**config.mk**
```make
export PLATFORM = sky130hd
export DESIGN_NAME = piso_serializer
export DESIGN_NICKNAME = d
export VERILOG_FILES = /design/src/rtl/piso_serializer.sv
export SDC_FILE = /design/constraint.sdc
export NUM_CORES = 1
export LEC_CHECK = 0
export BUFFER_PORTS_ARGS = -buffer_cell sky130_fd_sc_hd__buf_2
export CORE_MARGIN = 2
export CORE_UTILIZATION = 35
export CTS_CLUSTER_SIZE = 24
export DETAILED_ROUTE_END_ITERATION = 6
export GPL_TIMING_DRIVEN = 0
export HOLD_SLACK_MARGIN = 0.12
export PLACE_DENSITY_LB_ADDON = 0.25
export SLEW_MARGIN = 20
export SYNTH_ARGS = -nofsm -noshare
export SYNTH_HDL_FRONTEND = slang
export SYNTH_SLANG_ARGS = --single-unit
export TNS_END_PERCENT = 1
```
**constraint.sdc**
```tcl
create_clock -name clk -period 2.8 [get_ports clk]
set_clock_uncertainty 0.1 [all_clocks]
set_input_delay 0.42 -clock clk [delete_from_list [all_inputs] [get_ports clk]]
set_output_delay 0.42 -clock clk [all_outputs]
set_load 0.01 [all_outputs]
```
**src/rtl/piso_serializer.sv**
```systemverilog
// Parallel-in, serial-out transmitter. Takes one word over a valid/ready
// handshake and emits it MSB first, one bit per clock, with optional
// back-to-back reload on the final bit so the serial stream has no bubbles.
module piso_serializer #(
    parameter int unsigned DATA_WIDTH = 16
) (
    input  logic                  clk,
    input  logic                  reset,
    input  logic [DATA_WIDTH-1:0] din,
    input  logic                  din_valid,
    output logic                  din_ready,
    output logic                  dout,
    output logic                  dout_valid,
    output logic                  dout_last
);

    localparam int unsigned CntW = (DATA_WIDTH > 1) ? $clog2(DATA_WIDTH) : 1;
    localparam logic [CntW-1:0] CntLoad = CntW'(DATA_WIDTH - 1);

    typedef enum logic [0:0] {
        StIdle,
        StShift
    } state_e;

    state_e                state_q, state_d;
    logic [DATA_WIDTH-1:0] shift_q, shift_d;
    logic [CntW-1:0]       count_q, count_d;
    logic                  dout_q, dout_d;
    logic                  dout_valid_q, dout_valid_d;
    logic                  dout_last_q, dout_last_d;
    logic                  accept;

    // Ready in idle or on the final bit of a word; forced low while in reset.
    assign din_ready = ~reset & ((state_q == StIdle) | (count_q == '0));
    assign accept    = din_valid & din_ready;

    // Next-state logic: load on accept, otherwise shift out and count down.
    always_comb begin
        state_d = state_q;
        shift_d = shift_q;
        count_d = count_q;
        unique case (state_q)
            StIdle: begin
                if (accept) begin
                    state_d = StShift;
                    shift_d = din;
                    count_d = CntLoad;
                end
            end
            StShift: begin
                if (accept) begin
                    // Reload on the last bit keeps the stream contiguous.
                    shift_d = din;
                    count_d = CntLoad;
                end else begin
                    shift_d = shift_q << 1;
                    if (count_q == '0) begin
                        state_d = StIdle;
                    end else begin
                        count_d = count_q - CntW'(1);
                    end
                end
            end
            default: begin
                state_d = StIdle;
            end
        endcase
    end

    // Output next values derive from next state so outputs come straight from flops.
    always_comb begin
        dout_valid_d = (state_d == StShift);
        dout_d       = dout_valid_d & shift_d[DATA_WIDTH-1];
        dout_last_d  = dout_valid_d & (count_d == '0);
    end

    // State, datapath and output registers with asynchronous clear.
    always_ff @(posedge clk or posedge reset) begin
        if (reset) begin
            state_q      <= StIdle;
            shift_q      <= '0;
            count_q      <= '0;
            dout_q       <= 1'b0;
            dout_valid_q <= 1'b0;
            dout_last_q  <= 1'b0;
        end else begin
            state_q      <= state_d;
            shift_q      <= shift_d;
            count_q      <= count_d;
            dout_q       <= dout_d;
            dout_valid_q <= dout_valid_d;
            dout_last_q  <= dout_last_d;
        end
    end

    assign dout       = dout_q;
    assign dout_valid = dout_valid_q;
    assign dout_last  = dout_last_q;

endmodule

```
; ---- Word-level counts from Yosys, hierarchy flattened
; Index checks and enable logic that the tools add are counted.
[classes]
n_bitwise = 7
n_reduce_logical = 2
n_eq_ne = 1
add_sub_neg = 1
mux = 11
[op_table]
columns = cell, n
row1 = $mux W16, 2
row2 = $pmux W16 S2, 1
row3 = $mux W4, 3
row4 = $logic_not A4 Y1, 2
row5 = $pmux W4 S2, 1
row6 = $and A1 B1 Y1, 4
row7 = $sub A4 B1 Y4 const B, 1
row8 = $mux W1, 3
row9 = $ne A2 B2 Y1 const B, 1
row10 = $not A1 Y1, 2
row11 = $pmux W1 S2, 1
row12 = $or A1 B1 Y1, 1
[totals]
wordCells = 28
register_bits = 23
output_inout_bits = 4

; ---- Longest topological paths before layout
; Gate-level depths: netlist of the first run.
[logic_depth]
ltp_word = 8
mapped_depth = 7
depth_no_buf = 6

; ---- Least setup slack after synthesis of the first run
; Ideal clock, no wire load.
[synth_path]
kind = register to output
from = reg count_q[0]
to = out din_ready
setup_slack_ns = 0.991
required_time_ns = 2.280
stages_incl_launch_ff = 5
n_path_buf = 0
arrival_time_ns = 1.289
path_cell_list = dfrtp_1 inv_1 ha_1 or3b_4 a21oi_1
[synth_between]
elab_chain_cells = 3
[synth_rtl]
columns = item, line
row1 = "start, declared", 27  ; logic [CntW-1:0] count_q, count_d;
row2 = "start signal, assigned", 89  ; count_q <= count_d;
row3 = $logic_not A4 Y1, 34  ; assign din_ready = ~reset & ((state_q == StIdle) | (count_q == '0));
row4 = $or A1 B1 Y1, 34
row5 = $and A1 B1 Y1, 34
row6 = "end, declared", 11  ; output logic din_ready,
; No other way between the ends.

; ---- Final worst setup path of the first run
; Same ends and word-level chain as after synthesis.

==> results of run 1 <==
==> Yosys cell counts (all sizes together) <==
library cell	count
a21boi	2
a21oi	3
buf	5
dfrtp	23
ha	1
inv	5
mux2i	18
nand2	22
nor2	5
nor2b	1
nor4	1
nor4b	1
o21ai	15
o22ai	1
o31ai	1
or3b	1
==> cells by family after synthesis <==
| kind of cell | count (synthesis) | synth area share (%) |
|---|---|---|
| compound gates | 22 | 11.9 |
| mux | 18 | 16.5 |
| fa+ha+maj | 1 | 1.14 |
| simple gates | 31 | 12.2 |
| flops | 23 | 52.6 |
| buf+inv | 10 | 5.61 |
==> layout make-up <==
| class | count | area [um2] | area share, % |
|---|---|---|---|
| tap | 33 | 41.3 | 3.24 |
| inverter | 5 | 18.8 | 1.47 |
| buffer | 5 | 42.5 | 3.34 |
| clock buffer | 3 | 22.5 | 1.77 |
| multi-input combinational | 72 | 457 | 35.9 |
| sequential | 23 | 576 | 45.2 |
| timing repair buffer | 22 | 110 | 8.65 |
| clock inverter | 1 | 5.00 | 0.393 |
==> worst register-to-register path: stages (launching register included) <==
cell and delay, ns:
sky130_fd_sc_hd__dfrtp_1 0.42, sky130_fd_sc_hd__inv_1 0.11, sky130_fd_sc_hd__ha_1 0.21, sky130_fd_sc_hd__or3b_4 0.42, sky130_fd_sc_hd__a21boi_4 0.23, sky130_fd_sc_hd__buf_4 0.20
sky130_fd_sc_hd__o21ai_0 0.10
==> power groups by stage <==
stage               clock [mW]  combinational (mW)  sequential [mW]
CTS                      0.160               0.489            0.553
finish                   0.152               0.479            0.554
global route             0.171               0.546            0.572
floorplan                    0               0.376            0.545
detailed placement           0               0.488            0.560
global placement             0               0.477            0.556
==> flip-flops by register name, indices dropped and copies added (netlist names) <==
name,cells
shift_q,16
dout_valid,1
dout,1
dout_last,1
count_q,4
==> stage by stage <==
stage               hold WS (ns)  util (%)  cells  setup WS [ns]
floorplan                  0.322         -    105          0.991
global route               0.205      42.4    164          0.446
detailed placement         0.428      41.5    160          0.883
finish                     0.190      42.4    164          0.522
global placement           0.427      41.5    160          0.893
CTS                        0.201      42.4    164          0.511
==> per-layer routing <==
layer | wire length (um) | part of all wire (%) | up-vias | GRT usage (%)
met1 | 938 | 47 | 395 | 17.0
met5 | 0 | 0 | - | 0
li1 | - | - | 410 | -
met2 | 933 | 47 | 16 | 19.6
met4 | 51 | 2.5 | 0 | 6.67
met3 | 77 | 3.8 | 6 | 3.03
==> cell usage in the layout (no fill, tap or decap) <==
cell,netlist,final
sky130_fd_sc_hd__dfrtp_1,23,23
sky130_fd_sc_hd__o21ai_0,11,11
sky130_fd_sc_hd__a21boi_0,1,1
sky130_fd_sc_hd__nor2b_1,1,1
sky130_fd_sc_hd__or3b_4,1,1
sky130_fd_sc_hd__a21oi_1,3,3
sky130_fd_sc_hd__nor4b_1,1,1
sky130_fd_sc_hd__buf_4,2,2
sky130_fd_sc_hd__clkbuf_4,0,3
sky130_fd_sc_hd__ha_1,1,1
sky130_fd_sc_hd__nand2_1,22,22
sky130_fd_sc_hd__nor2_1,5,5
sky130_fd_sc_hd__buf_2,1,23
sky130_fd_sc_hd__o21ai_1,4,4
sky130_fd_sc_hd__mux2i_1,18,18
sky130_fd_sc_hd__a21boi_4,1,1
sky130_fd_sc_hd__clkinv_2,0,1
sky130_fd_sc_hd__buf_6,2,2
sky130_fd_sc_hd__o31ai_1,1,1
sky130_fd_sc_hd__o22ai_1,1,1
sky130_fd_sc_hd__nor4_1,1,1
sky130_fd_sc_hd__inv_1,5,5
==> worst paths after layout <==
kind / start / endpoint / depth (start not counted)
setup / recovery: count_q[0] / din_ready / 5
min in group clk: din[7] / shift_q[7] / 3
setup reg to reg: count_q[0] / shift_q[6] / 6
hold reg to reg: shift_q[0] / shift_q[0] / 2
max in group asynchronous: reset / count_q[1] / 2
hold / removal: reset / dout_last / 2
==> run summary, run 1 <==
The logs give 804 for the via count of the first global-routing pass and 0 for the count of nets left with antenna violations after detail routing. Net switching is 37.0% of the power. The longest individual stage delay on the worst path was 0.42 ns. The number of nets in the synthesized netlist was 125; the share of Yosys cell area claimed by the top area cell type was 52.6%. The run gives 0 as the number of hold-slack violations in the final timing report. The gate family responsible for the most delay along the worst path was flip-flops. The tools report the cell count after synthesis as 105. The logs give 1.18 mW for the overall power after layout and 1500 um for the estimated wirelength of the detail-placed design. Type of the worst setup path: reg2out. At the worst endpoint, the arrival time is 1.76 ns. The worst setup path is captured at a primary output.

The pre-antenna-repair detailed-routing pass consisted of 4 iterations. The ratio of total power to cell area was 931 nW/um2; the number of DRC markers in iteration 0 was 27. The logs give 40.4% for the combinational share of power and 438 uW for the power dissipated by switching net loads.

The first global-routing pass estimated 3440 um of wire. From synthesis to final layout, the design area changed by 16.4%. For the clock network fraction of total power, the log shows 12.8%. The run finished with clean final reports. Clock-pin slew was measured on the worst setup and hold paths at 0.12 ns. Setup repair after global routing left no endpoint under its margin.

The average instance area after synthesis works out to 10.4 um2. Global routing used 12.9% of the available tracks. The number of storage elements in the synthesis netlist is 23, and the sequential share of power is 46.7%.

Setup total negative slack on the finished layout was measured at 0 ns. In this run the worst path has a maximum fanout of 4. Buffers added to address setup during post-CTS repair amount to 0. The analysis attributes to cell leakage a power of 0.656 nW. For the worst max-slew margin expressed relative to the limit, the log shows 41.6%. The finished cells cover 1270 um2. The tools report the number of levels the H-tree was split into as 1. The biggest area contributor in the post-synthesis netlist is sky130_fd_sc_hd__dfrtp_1. Entering global routing, the biggest net connects 24 pins.

In this run the register-to-register setup slack is 0.90 ns. During placement, the flow inserted port buffers numbering 22. Data on the critical path is required at its endpoint by 2.28 ns. Area after detailed placement: 1240 um2.

The final critical delay including setup and external delays is 2.28 ns. The width of the die is 59.9 um, and the number of hold buffers added after CTS is 0. Fill cells in the final layout number 308. Of the cells placed in the final design, the portion with a size suffix greater than 1 is 25.2%. The weighted congestion at the end of routability-driven global placement was 0.851.

Slew at the pin closest to its max-slew limit: 0.875 ns. The fraction of the yosys area taken by sequential cells is 52.6%. Total of max-cap violations: 0. The net count of the finished layout is 152.

STA classifies the critical path startpoint as a register. Ranked by total cell area, the synthesized netlist is headed by sky130_fd_sc_hd__dfrtp_1 (53%), sky130_fd_sc_hd__mux2i_1 (16%), sky130_fd_sc_hd__nand2_1 (7.6%), sky130_fd_sc_hd__o21ai_0 (5.0%), sky130_fd_sc_hd__buf_6 (2.1%). The y dimension of the die was 59.9 um; the number of remaining DRC errors was 0. The signal on the critical path passes through inv_1, ha_1, or3b_4, a21oi_1, buf_2.

The initial antenna violation count is 0. The latest clock arrival within the worst-skew pair was 0.31 ns; the number of pins with negative max-slew slack in the final report was 0. The number of antenna diodes in the final layout is 0. TritonCTS built the clock tree.

The tools report the count of pins on the block boundary as 23. The tools report the root buffer cell as sky130_fd_sc_hd__clkbuf_4. Counting distinct cell types in the post-synthesis netlist gives 20. The wire length reported by the detailed router is 2000 um, and the via density per instance is 5.04. For this configuration, the core starts out at a cell density of 36.4%. The class of the tightest hold or removal check is in2async. The region available for standard cell placement spans 3000 um2. The final count of negative-setup-slack endpoints is 0, and the post-detailed-route wirelength per cell is 12.2 um.

Quantity of gates resized following cts: 0. Clock tree synthesis inserted a total of 3 buffers. The portion of the clock cycle consumed by the worst path in the final layout works out to 81.4%. The tools report the clock sink count as 23. The longest clock path from root to sink contains 2 buffers.

For the overflow left after global routing, the log shows 0. The area of the mapped netlist was 1090 um2. Static timing analysis puts the maximum clock frequency at 0.439 GHz. For the internal power summed over all cells, the log shows 746 uW. Across all layers, the routed design uses 827 vias. The slowest stage of the critical path belongs to the cell sky130_fd_sc_hd__dfrtp_1.

The die covers 3590 um2. The buffer and inverter count on the worst path was 2. For this run, the number of Yosys warnings is 0. The peak supply drop is 0.323 mV, and the number of core rows is 20.
(Power assumes the default switching activity.)
==> run 2, diff against run 1 <==
ABC_AREA = 1   (was not set)
clock period = 2.2 ns   (was 2.8 ns; I/O delays follow)
==> run summary, run 2 <==
The post-detailed-route wirelength per cell came out at 12.3 um (+0.72%). The utilization after layout was 42.1% (-0.24 points). TritonCTS built the clock tree. The run gives 0.479 ns (-0.403 ns) as the worst setup slack before clock tree synthesis.

The overflow left after global routing is 0 (unchanged). The share of flip-flops with an asynchronous set or reset after synthesis was 100% (unchanged). The cell count after synthesis is 137 (+30%), and the count of yosys warnings during synthesis is 0 (unchanged). CTS buffer count: 3 (unchanged). The logs give 0 ns (unchanged) for the sum of negative setup slack and 3930 um2 (+9.5%) for the full die area. Number of storage elements in the synthesis netlist: 23 (unchanged). The run gives 3310 um2 (+10%) as the core region area. Total of max-cap violations: 0 (unchanged). The category of the worst setup path launch point was a register.

The number of hold buffers added after CTS came out at 0 (unchanged). In the final layout, the registers with the most flip-flops are shift_q x16, count_q x4. The clock transition at the registers of the reported paths was 0.13 ns (about the same); the total placed cells including tap cells was 204 (+28%).

Latest clock arrival within the worst-skew pair: 0.32 ns (about the same). The number of buffers added on ports came out at 21 (-4.5%). The run gives 0.69 ns (-0.21 ns) as the slack of the worst reg-to-reg path. The logs give 0.739 (-13%) for the weighted congestion at the end of routability-driven global placement and 1,019 (+27%) for the via count of the first global-routing pass. The share of synthesized area spent on multiplexers works out to 0.831% (-16 points). The logs give 23 (unchanged) for the count of pins on the block boundary and 36.4% (about the same) for the starting density of the core. Most common library cell in the layout ignoring fill and taps: sky130_fd_sc_hd__nand3_1. For the number of core rows, the log shows 21 (+5.0%). Sorting the synthesized cells by area gives the leading types as sky130_fd_sc_hd__dfrtp_1 (48%), sky130_fd_sc_hd__nand3_1 (12%), sky130_fd_sc_hd__nand2_1 (8.4%), sky130_fd_sc_hd__nand4_1 (7.8%), sky130_fd_sc_hd__inv_1 (2.8%).

The vias after detailed routing was 1,051 (+27%). Relative to the synthesized area, the layout overhead comes to 15.8%. For the number of diodes, the log shows 0 (unchanged). Type of the worst setup path: reg2out.

For the static leakage power, the log shows 0.718 nW (+9.4%). The count of nets left with antenna violations after detail routing is 0 (unchanged), and the slew at the pin closest to its max-slew limit is 0.648 ns (-0.227 ns). The clock sink count was 23 (unchanged); the worst-path maximum fanout was 10 (+6). The library cells used most frequently in the layout, excluding fill and tap cells, are sky130_fd_sc_hd__nand3_1 (30), sky130_fd_sc_hd__nand2_1 (27), sky130_fd_sc_hd__buf_2 (24). By area, the combinational part of the netlist is dominated by simple AND/OR/NAND/NOR gates.

The width of the die is 62.7 um (+4.6%), and the fill cell total of the finished layout is 370 (+20%). The number of levels the H-tree was split into was 1 (unchanged). The tools report the number of DRC markers in iteration 0 as 34 (+26%). The tools report the maximum number of pins on one net before global-route repair as 33 (+38%).

The run gives 183 (+20%) as the number of nets in the layout. The non-filler instance count after layout is 208 (+27%). Quantity of gates resized following cts: 0 (unchanged).

Summed over all instances, the cell type with the most area after synthesis is sky130_fd_sc_hd__dfrtp_1. The distinct cell type count of the synthesized netlist was 24 (+20%). For the number of buffers inserted to repair setup after CTS, the log shows 0 (unchanged). The run gives 6 (+2) as the iteration count of the initial detailed-routing pass.

The global-route usage over all layers was 13.6% (+0.70 points); the ratio of cells with drive above 1 in the final layout was 27.8% (+2.6 points). First-pass GRT wire length: 4320 um (+25%). The most used flip-flop cell after synthesis is sky130_fd_sc_hd__dfrtp_1. The via density per instance came out at 5.05 (+0.20%). The run gives 2560 um (+28%) as the wire length reported by the detailed router. The portion of the clock cycle consumed by the worst path in the final layout is 93.2%. The worst max-slew margin expressed relative to the limit is 56.8% (+15 points). The number of pins with negative max-slew slack in the final report is 0 (unchanged).

The ratio of total power to cell area is 1250 nW/um2 (+34%). The class of the tightest hold or removal check was in2reg. The area of the mapped netlist was 1200 um2 (+10%); the overall power after layout was 1.74 mW (+47%). Number of hold-slack violations in the final timing report: 0 (unchanged).

Setup repair after global routing left no endpoint under its margin. The tools report the buffer levels on the longest clock path as 2 (unchanged). The flow ran to the end, and the final reports show no timing, DRC or antenna violations. In the synthesized netlist, the cells that appear most often are sky130_fd_sc_hd__nand3_1 (30), sky130_fd_sc_hd__nand2_1 (27), sky130_fd_sc_hd__dfrtp_1 (23). The final critical delay including setup and external delays was 2.05 ns; the number of remaining DRC errors was 0 (unchanged). The share of Yosys cell area claimed by the top area cell type is 47.8% (-4.9 points), and the average instance area after synthesis is 8.79 um2 (-16%). The worst endpoint required time is 1.77 ns (-0.51 ns). The run gives 0.518 mV (+60%) as the peak supply drop. The parity-gate share of the synthesized area counting xor and xnor cells is 0% (unchanged), and the y dimension of the die is 62.7 um (+4.6%). Compound-cell area share of the yosys netlist: 2.80% (-9.1 points).

The flip-flop count of the largest register after layout works out to 16 (unchanged). The number of nets in the synthesized netlist was 157 (+26%). STA classifies the critical path endpoint as a primary output.

Most flop-heavy register: shift_q. Timing would allow up to 0.488 GHz. The most repeated cell in the gate-level netlist after synthesis is sky130_fd_sc_hd__nand3_1.

The tools report the critical path arrival as 1.62 ns (-0.14 ns). Estimated wirelength of the detail-placed design: 1810 um (+20%). The area share of and/or/nand/nor cells after synthesis was 37.3% (+25 points). The root buffer cell chosen for the clock tree is sky130_fd_sc_hd__clkbuf_4. The worst setup slack after layout was 0.150 ns (-0.372 ns). The number of enable-type register cells in the synthesized netlist was 0 (unchanged); the adder and majority cell fraction of the synthesized area was 1.04% (-0.11 points).

The fraction of the yosys area taken by sequential cells was 47.8% (-4.9 points). For the initial antenna violation count, the log shows 0 (unchanged). The final count of negative-setup-slack endpoints came out at 0 (unchanged).
run 2: layer usage:
layer	wire length, um	GRT usage [%]	up-vias
met4	16	2.50	0
met2	1190	23.8	28
met5	0	0	-
li1	-	-	517
met3	139	3.96	2
met1	1220	16.7	504
run 2: final cells by class:
type	count	area, um2	share of cell area (%)
clock buffers	3	22.5	1.61
inverters	11	41.3	2.96
well taps	46	57.6	4.13
flip-flops and latches	23	576	41.3
repair buffers	21	105	7.53
clock inverters	1	5.00	0.359
plain buffers	10	82.6	5.92
multi-input cells	93	505	36.2
run 2: power breakdown:
group | switching (mW) | leakage [nW] | internal, mW | total, mW
Combinational | 0.480 | 0.406 | 0.326 | 0.806
Clock | 0.133 | 0.0177 | 0.0681 | 0.201
Sequential | 0.119 | 0.294 | 0.613 | 0.731
run 2: path summary, 6_finish.rpt:
path / cells after the start / to / start
max: 8 / din_ready / count_q[0]
min: 3 / shift_q[0] / din[0]
max reg2reg: 8 / shift_q[12] / count_q[0]
min reg2reg: 2 / shift_q[11] / shift_q[11]
max in group asynchronous: 3 / shift_q[8] / reset
min in group asynchronous: 3 / count_q[1] / reset
run 2: cell families after synthesis:
group / Yosys count
fa+ha+maj: 1
flops: 23
compound gates: 4
mux: 1
simple gates: 87
buf+inv: 21
run 2: metrics by stage:
step / cell area [um2] / hold slack, ns
2_1_floorplan: 1200 / 0.359
3_3_place_gp: 1370 / 0.377
3_5_place_dp: 1370 / 0.387
4_1_cts: 1400 / 0.130
5_1_grt: 1400 / 0.121
6_report: 1400 / 0.130
run 2: critical path, stage by stage (launching register included):
cell                      delay, ns
sky130_fd_sc_hd__dfrtp_1       0.40
sky130_fd_sc_hd__inv_1         0.11
sky130_fd_sc_hd__ha_1          0.22
sky130_fd_sc_hd__nand2_2       0.10
sky130_fd_sc_hd__nand2_4       0.08
sky130_fd_sc_hd__buf_6         0.14
sky130_fd_sc_hd__inv_2         0.05
sky130_fd_sc_hd__nor2_1        0.07
sky130_fd_sc_hd__buf_2         0.13
==> run 3, diff against run 2 <==
==> constraint.sdc (replaced) <==
create_clock -name clk -period 2.2 [get_ports clk]
set_clock_uncertainty 0.1 [all_clocks]
set_input_delay 0.22 -clock clk [delete_from_list [all_inputs] [get_ports clk]]
set_output_delay 0.22 -clock clk [all_outputs]
set_load 0.01 [all_outputs]
==> run summary, run 3 (same netlist as run 2, synthesis figures left out) <==
The portion of the clock cycle consumed by the worst path in the final layout works out to 88.4% (-4.8 points). The logs give 23 (unchanged) for the count of pins on the block boundary and 224 (+7.7%) for the non-filler instance count after layout. The tools report the worst endpoint required time as 1.88 ns (+0.11 ns). The total of max-cap violations came out at 0 (unchanged).

Overflow left after global routing: 0 (unchanged). The number of buffers added on ports works out to 21 (unchanged). The overall power after layout is 1.76 mW (+1.4%), and the y dimension of the die is 62.7 um (unchanged).

The final count of negative-setup-slack endpoints is 0 (unchanged). The flip-flop count of the largest register after layout was 16 (unchanged); the wire length reported by the detailed router was 2700 um (+5.7%). The buffer levels on the longest clock path is 2 (unchanged), and the number of diodes is 0 (unchanged). Class of the tightest hold or removal check: in2reg. For the first-pass GRT wire length, the log shows 4560 um (+5.6%). The number of buffers inserted to repair setup after CTS was 0 (unchanged); the worst hold slack was 0.160 ns (+0.0304 ns). Critical path arrival: 1.62 ns (about the same). The number of hold-slack violations in the final timing report was 0 (unchanged); the summed area of non-filler cells in the final layout was 1560 um2 (+11%).

For the area occupied by multi-input gates, the log shows 505 um2 (unchanged). Number of hold buffers added after CTS: 16 (+16). In this run the clock root is driven by a sky130_fd_sc_hd__clkbuf_4. The logs give 0.784 nW (+9.3%) for the static leakage power and 349 (-5.7%) for the fill cell total of the finished layout. The slew at the pin closest to its max-slew limit works out to 0.658 ns (+0.0103 ns). The via count of the first global-routing pass is 1,083 (+6.3%), and the quantity of gates resized following cts is 0 (unchanged). For the number of pins with negative max-slew slack in the final report, the log shows 0 (unchanged). The utilization after layout is 47.0% (+4.8 points), and the iteration count of the initial detailed-routing pass is 4 (-2). The maximum clock frequency is 0.514 GHz (+5.4%), and the worst-path maximum fanout is 10 (unchanged).

The tools report the clock sink count as 23 (unchanged). The final critical delay including setup and external delays is 1.94 ns (-0.106 ns). The global-route usage over all layers came out at 14.3% (+0.73 points). The run gives 3310 um2 (unchanged) as the core region area. TritonCTS built the clock tree.

In the layout the commonest cells are sky130_fd_sc_hd__nand3_1 (30), sky130_fd_sc_hd__nand2_1 (27), sky130_fd_sc_hd__buf_2 (24). The via density per instance is 4.91 (-2.8%), and the ratio of cells with drive above 1 in the final layout is 25.3% (-2.5 points). More flip-flops sit in one register than any other, and that register is shift_q. The initial antenna violation count was 0 (unchanged); the total placed cells including tap cells was 204 (unchanged). The largest registers in the layout are shift_q x16, count_q x4.

The peak supply drop came out at 0.568 mV (+9.7%). Post-detailed-route wirelength per cell: 12.1 um (-1.8%). The tools report the maximum number of pins on one net before global-route repair as 33 (unchanged). Estimated wirelength of the detail-placed design: 1810 um (unchanged). The most common library cell in the layout ignoring fill and taps was sky130_fd_sc_hd__nand3_1.

The ratio of total power to cell area was 1130 nW/um2 (-9.0%); the number of DRC markers in iteration 0 was 61 (+79%). STA classifies the critical path endpoint as a primary output. The clock transition at the registers of the reported paths came out at 0.13 ns (about the same). The number of levels the H-tree was split into came out at 1 (unchanged). The flow ran to the end, and the final reports show no timing, DRC or antenna violations.

The synthesis-to-layout area growth came out at 29.1%. Area after detailed placement: 1370 um2 (unchanged). The run gives 0.256 ns (+0.106 ns) as the worst setup slack after layout. The tools report the CTS buffer count as 3 (unchanged). The type of the worst setup path was reg2out. Setup repair after global routing left no endpoint under its margin. The run gives 0.739 (unchanged) as the weighted congestion at the end of routability-driven global placement.

The run gives 199 (+8.7%) as the number of nets in the layout. The logs give 36.4% (unchanged) for the starting density of the core and 21 (unchanged) for the number of core rows. The width of the die works out to 62.7 um (unchanged). The worst setup path is launched from a register. The worst max-slew margin expressed relative to the limit came out at 56.1% (-0.69 points). The number of remaining DRC errors was 0 (unchanged). The latest clock arrival within the worst-skew pair was 0.31 ns (about the same); the sequential standard cell area was 576 um2 (unchanged).

The vias after detailed routing is 1,100 (+4.7%), and the full die area is 3930 um2 (unchanged). For the worst setup slack before clock tree synthesis, the log shows 0.589 ns (+0.110 ns). For the sum of negative setup slack, the log shows 0 ns (unchanged). The tools report the count of nets left with antenna violations after detail routing as 0 (unchanged).
[run 3: changes by cell type in the layout (fill, tap and decap cells not counted)]
cell | previous run | this run
sky130_fd_sc_hd__dlygate4sd3_1 | 0 | 16
[run 3: path summary, 6_finish.rpt]
| check | from | endpoint | slack [ns] | cells past startpoint |
|---|---|---|---|---|
| worst max-delay path | count_q[0] | din_ready | 0.26 | 8 |
| worst min-delay path | din_valid | shift_q[11] | 0.16 | 3 |
| worst max register to register | count_q[0] | shift_q[8] | 0.68 | 8 |
| worst min register to register | shift_q[1] | shift_q[1] | 0.42 | 2 |
| max in group asynchronous | reset | shift_q[8] | 1.41 | 3 |
| min in group asynchronous | reset | dout | 0.17 | 3 |
[run 3: power breakdown]
group	total [mW]	internal (mW)	switching (mW)
clock network	0.202	0.0681	0.134
registers	0.731	0.613	0.119
logic	0.829	0.344	0.484
[run 3: area by class of cell]
class,instances,area share (%)
sequential,23,37.0
inverter,11,2.65
buffer,10,5.31
multi-input combinational,93,32.5
clock inverter,1,0.322
tap,46,3.70
clock buffer,3,1.45
timing repair buffer,37,17.1
[run 3: routing by layer]
metal  track usage (%)  routed length (um)
met5                 0                   0
met3              3.24                 116
met4              2.78                  16
met2              25.1                1290
met1              18.1                1280
[run 3: worst max-delay path: stages (launching register included)]
cell,delay [ns]
sky130_fd_sc_hd__dfrtp_1,0.40
sky130_fd_sc_hd__inv_1,0.11
sky130_fd_sc_hd__ha_1,0.22
sky130_fd_sc_hd__nand2_2,0.10
sky130_fd_sc_hd__nand2_4,0.08
sky130_fd_sc_hd__buf_6,0.14
sky130_fd_sc_hd__inv_2,0.05
sky130_fd_sc_hd__nor2_1,0.07
sky130_fd_sc_hd__buf_2,0.13
